`src/rtl/layer1_frame_ctrl.sv`:
```
// Frame sequencer for layer 1: streams one 28x28 image from a synchronous-read RAM
// into the conv+pool block, then waits for all pooled outputs or a drain timeout.
module layer1_frame_ctrl #(
   parameter int IMG_PIXELS    = 784,
   parameter int OUT_COUNT     = 144,
   parameter int ADDR_WIDTH    = 10,
   parameter int DRAIN_TIMEOUT = 1024
) (
   input  logic                  clk,
   input  logic                  rst_n,
   input  logic                  start,
   input  logic                  pause,
   input  logic                  weights_ready,
   output logic                  img_rd_en,
   output logic [ADDR_WIDTH-1:0] img_addr,
   input  logic [7:0]            img_q,
   output logic                  l1_valid_in,
   output logic [7:0]            l1_pixel_in,
   input  logic                  l1_result_valid,
   output logic                  busy,
   output logic                  done,
   output logic                  err,
   output logic [7:0]            out_cnt
);

   localparam int                    TO_WIDTH   = $clog2(DRAIN_TIMEOUT + 1);
   localparam logic [ADDR_WIDTH-1:0] LAST_ADDR  = ADDR_WIDTH'(IMG_PIXELS - 1);
   localparam logic [7:0]            OUT_TARGET = 8'(OUT_COUNT);
   localparam logic [TO_WIDTH-1:0]   TO_LIMIT   = TO_WIDTH'(DRAIN_TIMEOUT);

   typedef enum logic [2:0] {
      IDLE,
      WAIT_W,
      STREAM,
      DRAIN,
      DONE
   } state_t;

   state_t                state;
   state_t                state_next;
   logic [ADDR_WIDTH-1:0] pix_cnt;
   logic [TO_WIDTH-1:0]   to_cnt;
   logic [TO_WIDTH-1:0]   to_inc;
   logic [7:0]            out_cnt_next;
   logic                  launch;
   logic                  last_read;
   logic                  count_result;
   logic                  timeout_hit;
   logic                  frame_full;

   assign launch       = (state == IDLE) && start;
   assign last_read    = img_rd_en && (pix_cnt == LAST_ADDR);
   assign count_result = l1_result_valid && ((state == STREAM) || (state == DRAIN));
   assign out_cnt_next = (count_result && (out_cnt != 8'hFF)) ? out_cnt + 8'd1 : out_cnt;
   assign to_inc       = to_cnt + TO_WIDTH'(1);
   // Timeout is judged on the counter alone so it wins over a same-cycle final result.
   assign timeout_hit  = (state == DRAIN) && (to_inc == TO_LIMIT);
   assign frame_full   = (out_cnt_next >= OUT_TARGET);

   assign img_addr    = pix_cnt;
   assign l1_pixel_in = img_q;

   always_ff @(posedge clk or negedge rst_n) begin
      if (!rst_n) begin
         state <= IDLE;
      end else begin
         state <= state_next;
      end
   end

   always_comb begin
      state_next = state;
      case (state)
         IDLE: begin
            if (start) begin
               state_next = weights_ready ? STREAM : WAIT_W;
            end
         end
         WAIT_W: begin
            if (weights_ready) begin
               state_next = STREAM;
            end
         end
         STREAM: begin
            if (last_read) begin
               state_next = DRAIN;
            end
         end
         DRAIN: begin
            if (timeout_hit) begin
               state_next = IDLE;
            end else if (frame_full) begin
               state_next = DONE;
            end
         end
         DONE: begin
            state_next = IDLE;
         end
         default: begin
            state_next = IDLE;
         end
      endcase
   end

   always_comb begin
      img_rd_en = 1'b0;
      busy      = 1'b1;
      done      = 1'b0;
      err       = 1'b0;
      case (state)
         IDLE:    busy      = 1'b0;
         STREAM:  img_rd_en = !pause;
         DRAIN:   err       = timeout_hit;
         DONE:    done      = 1'b1;
         default: busy      = 1'b1;
      endcase
   end

   always_ff @(posedge clk or negedge rst_n) begin
      if (!rst_n) begin
         pix_cnt <= '0;
      end else if (launch) begin
         pix_cnt <= '0;
      end else if (img_rd_en) begin
         pix_cnt <= pix_cnt + ADDR_WIDTH'(1);
      end
   end

   always_ff @(posedge clk or negedge rst_n) begin
      if (!rst_n) begin
         out_cnt <= 8'd0;
      end else if (launch) begin
         out_cnt <= 8'd0;
      end else begin
         out_cnt <= out_cnt_next;
      end
   end

   // Counts idle cycles between pooled results; only meaningful while draining.
   always_ff @(posedge clk or negedge rst_n) begin
      if (!rst_n) begin
         to_cnt <= '0;
      end else if ((state == DRAIN) && !timeout_hit && !l1_result_valid) begin
         to_cnt <= to_inc;
      end else begin
         to_cnt <= '0;
      end
   end

   always_ff @(posedge clk or negedge rst_n) begin
      if (!rst_n) begin
         l1_valid_in <= 1'b0;
      end else begin
         l1_valid_in <= img_rd_en;
      end
   end

endmodule

```
`config.mk`:
```
export PLATFORM = sky130hd
export DESIGN_NAME = layer1_frame_ctrl
export DESIGN_NICKNAME = d
export VERILOG_FILES = /design/src/rtl/layer1_frame_ctrl.sv
export SDC_FILE = /design/constraint.sdc
export NUM_CORES = 1
export LEC_CHECK = 0
export CAP_MARGIN = 20
export CORE_MARGIN = 2
export CORE_UTILIZATION = 50
export CTS_CLUSTER_DIAMETER = 100
export DETAILED_ROUTE_END_ITERATION = 12
export GPL_ROUTABILITY_DRIVEN = 1
export HOLD_SLACK_MARGIN = 0.02
export PLACE_DENSITY = 0.78
export SYNTH_ARGS = -nofsm -noshare
export SYNTH_HDL_FRONTEND = slang
export SYNTH_SLANG_ARGS = --single-unit
```
`constraint.sdc`:
```
create_clock -name clk -period 3.05 [get_ports clk]
set_input_delay 0.305 -clock clk [delete_from_list [all_inputs] [get_ports clk]]
set_output_delay 0.305 -clock clk [all_outputs]
set_load 0.005 [all_outputs]
```
# Yosys cells after proc, flatten, opt, wreduce, memory -nomap -nowiden
# Index checks and enable logic that the tools add are counted.
# op_classes
muxes	16
n_lt_le_gt_ge	1
n_reduce_logical	14
eq_ne	11
add_sub_neg	3
# op_table
cell	count
10-bit 2-to-1 mux	2
8-bit 2-to-1 mux	2
3-bit 2-to-1 mux	5
3-bit one-hot mux with 4 select lines	1
11-bit by 1-bit adder with 11-bit output (second input constant)	1
11-bit equality test (second input constant)	1
11-bit 2-to-1 mux	1
10-bit by 1-bit adder with 10-bit output (second input constant)	1
10-bit equality test (second input constant)	1
8-bit by 1-bit adder with 8-bit output (second input constant)	1
8-bit greater-or-equal comparator (second input constant)	1
8-bit inequality test (second input constant)	1
1-bit logical AND	7
3-bit by 2-bit equality test with 1-bit output (second input constant)	2
2-bit inequality test (second input constant)	3
1-bit 2-to-1 mux	4
4-bit AND reduction	1
3-bit by 1-bit equality test with 1-bit output (second input constant)	1
3-bit equality test (second input constant)	1
1-bit zero test	3
3-bit zero test	1
3-bit inequality test (second input constant)	1
2-bit 2-to-1 mux	1
2-bit nonzero test	1
1-bit logical OR	1
# totals
out_inout_bits	31
elab_cells	50
register_bits	33
inputBits	14

# Longest topological paths before layout
# depth
word_depth	9
ltp_mapped	8
ltp_nobuf	6

# Worst setup path after synthesis
# No wires, ideal clock.
# synth_path
path_type	register to output
start	register to_cnt[0]
end	output err
t_arrival_ns	2.137
path_buffers	1
stages_incl_launch_ff	8
setup_slack_ns	0.608
path_cell_list	dfrtp_1 ha_1 clkbuf_1 and4_1 a21boi_0 o41a_1 nor4_2 and4b_1
# synth_via
elab_chain_len	4
# synth_lines
element	line	source
start, declared	42	logic [TO_WIDTH-1:0] to_cnt;
start signal, assigned	144	to_cnt <= to_inc;
11-bit by 1-bit adder with 11-bit output	55	assign to_inc = to_cnt + TO_WIDTH'(1);
11-bit equality test	57	assign timeout_hit = (state == DRAIN) && (to_inc == TO_LIMIT);
1-bit logical AND	57	
1-bit 2-to-1 mux	110	case (state)
end, declared	22	output logic err,
# No other way between the ends.

# Worst setup path after layout
# layout_path
start	register to_cnt[1]
end	register state[0]
# layout_via
elab_chain_len	5
word_cells_on_any_way	7
cone_classes	1 x add/sub; 2 x eq/ne; 2 x mux; 2 x reduce/logical
# layout_lines
element	line	source
11-bit by 1-bit adder with 11-bit output (*)	55	
11-bit equality test (*)	57	
1-bit logical AND (*)	57	
3-bit inequality test (no source line) or 3-bit 2-to-1 mux (tied branches)	-	
4-bit AND reduction (no source line) or 3-bit one-hot mux with 4 select lines (tied branches)	-	
end signal, assigned	67	state <= state_next;
end, declared	39	state_t state;
# Mark *: on every way between the ends. The rest lies on a longest branch, timed or not.
# A chain may end at the register's enable or synchronous reset.

==> results.txt <==
vias in the first global route -> 1640
initial antenna violation count -> 0
CP Capture Type -> flop
EDFF count, synth -> 0
Reg clk slew, reported paths -> 0.06 ns
maximum VDD drop -> 0.4919 mV
Final Max Slew Viols -> 0
CTS root buf -> clkbuf_8
register area share after synthesis -> 41.48%
Int Power -> 0.9674 mW
Initial Utilization -> 53.18%
Post-Syn Area -> 1991 um^2
maximum clock path buffer count -> 2
number of hold buffers added after CTS -> 0
crit-path cells -> nand3_4, or3_4, o41a_1, nor4_2, buf_4, buf_4, buf_4, buf_4, buf_4, buf_4, buf_4, buf_4, buf_4, o32ai_1
core area -> 3744 um^2
pin slew with the least headroom to its limit -> 0.5190 ns
setup slack after layout -> 0.2462 ns
crit start category -> flop
Yosys top cell area share -> 41.48%
Synthesis Warnings -> 0
most frequent cells in the layout -> 32 x nor2_1, 30 x dfrtp_1, 27 x clkdlybuf4s50_1, 19 x buf_4
final core area utilization -> 66.11%
vias per inst -> 5.729
Final Hold Vio Count -> 0
routed length per instance -> 14.64 um
worst rel slew slack -> 65.28%
fin cells -> 295
diode count -> 0
Setup WS pre-CTS -> 0.2099 ns
worst hold path type -> primary input to asynchronous set/reset pin
ys flop type -> dfrtp_1
TritonCTS clock tree -> built
hpwl dp -> 2895 um
Total Power -> 1.437 mW
Worst path max stage delay -> 0.43 ns
commonest non-fill, non-tap cell in the layout -> nor2_1
Skew-Pair Late Insertion Delay -> 0.28 ns
fillers -> 320
routed vias -> 1690
Setup-failing EPs final -> 0
Gate Count Post-Synth -> 212
TritonRoute pass-1 iters -> 4
WL final -> 4318 um
CP arrival -> 2.95 ns
DR iter-0 viols -> 127
num rows -> 22
syn avg cell area -> 9.390 um^2
CP max-delay cell -> dfrtp_2
Ports -> 45
clock share of power -> 22.8%
pwr dens -> 580.7 nW/um^2
largest net degree at the start of global routing -> 34
Leak -> 1.024 nW
combinational group share of total power -> 30.1%
first-pass GRT wire length -> 7596 um
WS Path Type -> flop to flop
Sw Pwr -> 0.4696 mW
storage element area -> 829.5 um^2
fin crit period -> 2.804 ns
Routed Antenna Nets -> 0
number of max-cap violations -> 0
NumNets Final -> 265
#FFs+latches synth -> 33
GRT overflow -> 0
Port Buffers -> 28
area growth from synthesis to layout -> 24.32%
CP max FO -> 6
share of cells above drive strength 1 -> 15.38%
Synth Net Count -> 230
status -> finished clean
Die W -> 67.10 um
Yosys cell types -> 46
final RePlAce weighted congestion -> 0.8254
Num Clock Sinks -> 33
total CTS buffers -> 5
DR DRC count -> 0
crit path buf inv count -> 9
die height -> 67.10 um
CP required -> 3.20 ns
Clock Skew -> 0.006895 ns
Final period util -> 91.93%
H-Tree Depth -> 2
full die area -> 4502 um^2
crit-path leading delay family -> buffers and inverters
CP dominant cell by count -> buf_4
RSZ-0062 raised after global routing -> false
Fin Setup TNS -> 0 ns
biggest area consumer among synthesized cells -> dfrtp_1
Seq pwr share -> 47.1%
area of the multi-input gates -> 1055 um^2
Inst Count DP -> 276
switching part of the total -> 32.68%
f_max -> 356.7 MHz
Total GRT Usage -> 22.70%
fraction of registers with async set/reset -> 100.0%
top cells by area, synth -> dfrtp_1 41%, nor2_1 6.0%, xor2_1 4.8%
## sequential cells by signal, summed over array words and instances (netlist names)
register / flops
img_addr: 10
to_cnt: 11
state: 3
l1_valid_in: 1
out_cnt: 8
## stage by stage
| step | instance area [um^2] | hold slack (ns) |
|---|---|---|
| after floorplan | 1991 | 0.009409 |
| after global placement | 2272 | 0.5472 |
| after detailed placement | 2272 | 0.5545 |
| after CTS | 2437 | 0.4441 |
| after global routing | 2475 | 0.4780 |
| final | 2475 | 0.4289 |
## per-layer routing
layer / global-route usage, % / up-vias / routed length (um)
met1: 28.68 / 798 / 1951
met2: 36.39 / 48 / 1999
met4: 10.97 / 0 / 123
met3: 5.068 / 14 / 243
met5: 0 / - / 0
li1: - / 830 / -
## worst paths after layout
kind                              from          end  slack, ns  depth (start not counted)
setup / recovery             to_cnt[1]     state[0]       0.25                         14
hold / removal                   rst_n    to_cnt[2]       0.43                          2
setup reg to reg             to_cnt[1]     state[0]       0.25                         14
hold reg to reg            img_addr[9]  img_addr[9]       0.56                          2
max in group asynchronous        rst_n    to_cnt[3]       2.30                          2
min in group clk           img_addr[9]  img_addr[9]       0.56                          2
## area by class of cell
type / instances / area share, %
Multi-Input combinational cell: 155 / 42.62
Inverter: 5 / 0.7583
Clock buffer: 7 / 3.488
Timing Repair Buffer: 47 / 17.19
Sequential cell: 33 / 33.52
Tap cell: 48 / 2.427
## power by group through the flow
stage / combinational [mW] / clock [mW] / sequential [mW]
detailed placement: 0.428 / 0 / 0.680
global placement: 0.424 / 0 / 0.679
floorplan: 0.237 / 0 / 0.639
finish: 0.432 / 0.328 / 0.677
global route: 0.491 / 0.362 / 0.697
CTS: 0.437 / 0.338 / 0.673
## what timing repair did
action | CTS | global route
buffers inserted | 10 | 2
cloned | 0 | 0
resized for setup | 3 | 5
endpoints found under the setup margin | 1 | 1
pin swaps | 1 | 3
## Yosys cell counts (2+ instances only)
master	n
a41oi_1	3
dfrtp_1	33
nand3b_1	3
xnor2_1	6
or3_1	6
mux2_2	2
nor2_1	32
and3b_1	3
nand2b_1	3
a311oi_1	2
clkbuf_1	7
mux2i_1	2
nand3_1	8
nand4_1	8
and3_1	2
buf_4	10
nor3b_1	2
and4b_1	2
o21ai_0	6
and4_1	5
a21oi_1	7
inv_1	5
ha_1	4
nand2_1	11
a21boi_0	2
nor3_1	6
xor2_1	11
buf_2	2
o32ai_1	2
## worst register-to-register path, cell delays in order (launching register included)
cell	delay [ns]
dfrtp_2	0.43
nand3_4	0.12
or3_4	0.41
o41a_1	0.38
nor4_2	0.35
buf_4	0.17
buf_4	0.09
buf_4	0.09
buf_4	0.09
buf_4	0.09
buf_4	0.09
buf_4	0.09
buf_4	0.09
buf_4	0.11
o32ai_1	0.08
## logic make-up (layout without fill, tap and decap cells)
family | after synthesis | in the layout | synth area share [%]
AND/OR/NAND/NOR | 98 | 98 | 28.03
flip-flops | 33 | 33 | 41.48
XOR/XNOR | 17 | 17 | 7.479
adder cells (fa/ha/maj) | 4 | 4 | 2.514
multiplexers | 4 | 4 | 2.137
AO/OA/AOI/OAI | 32 | 32 | 11.82
buffers and inverters | 24 | 59 | 6.537
No activity file was read; power rests on OpenSTA's default activity.
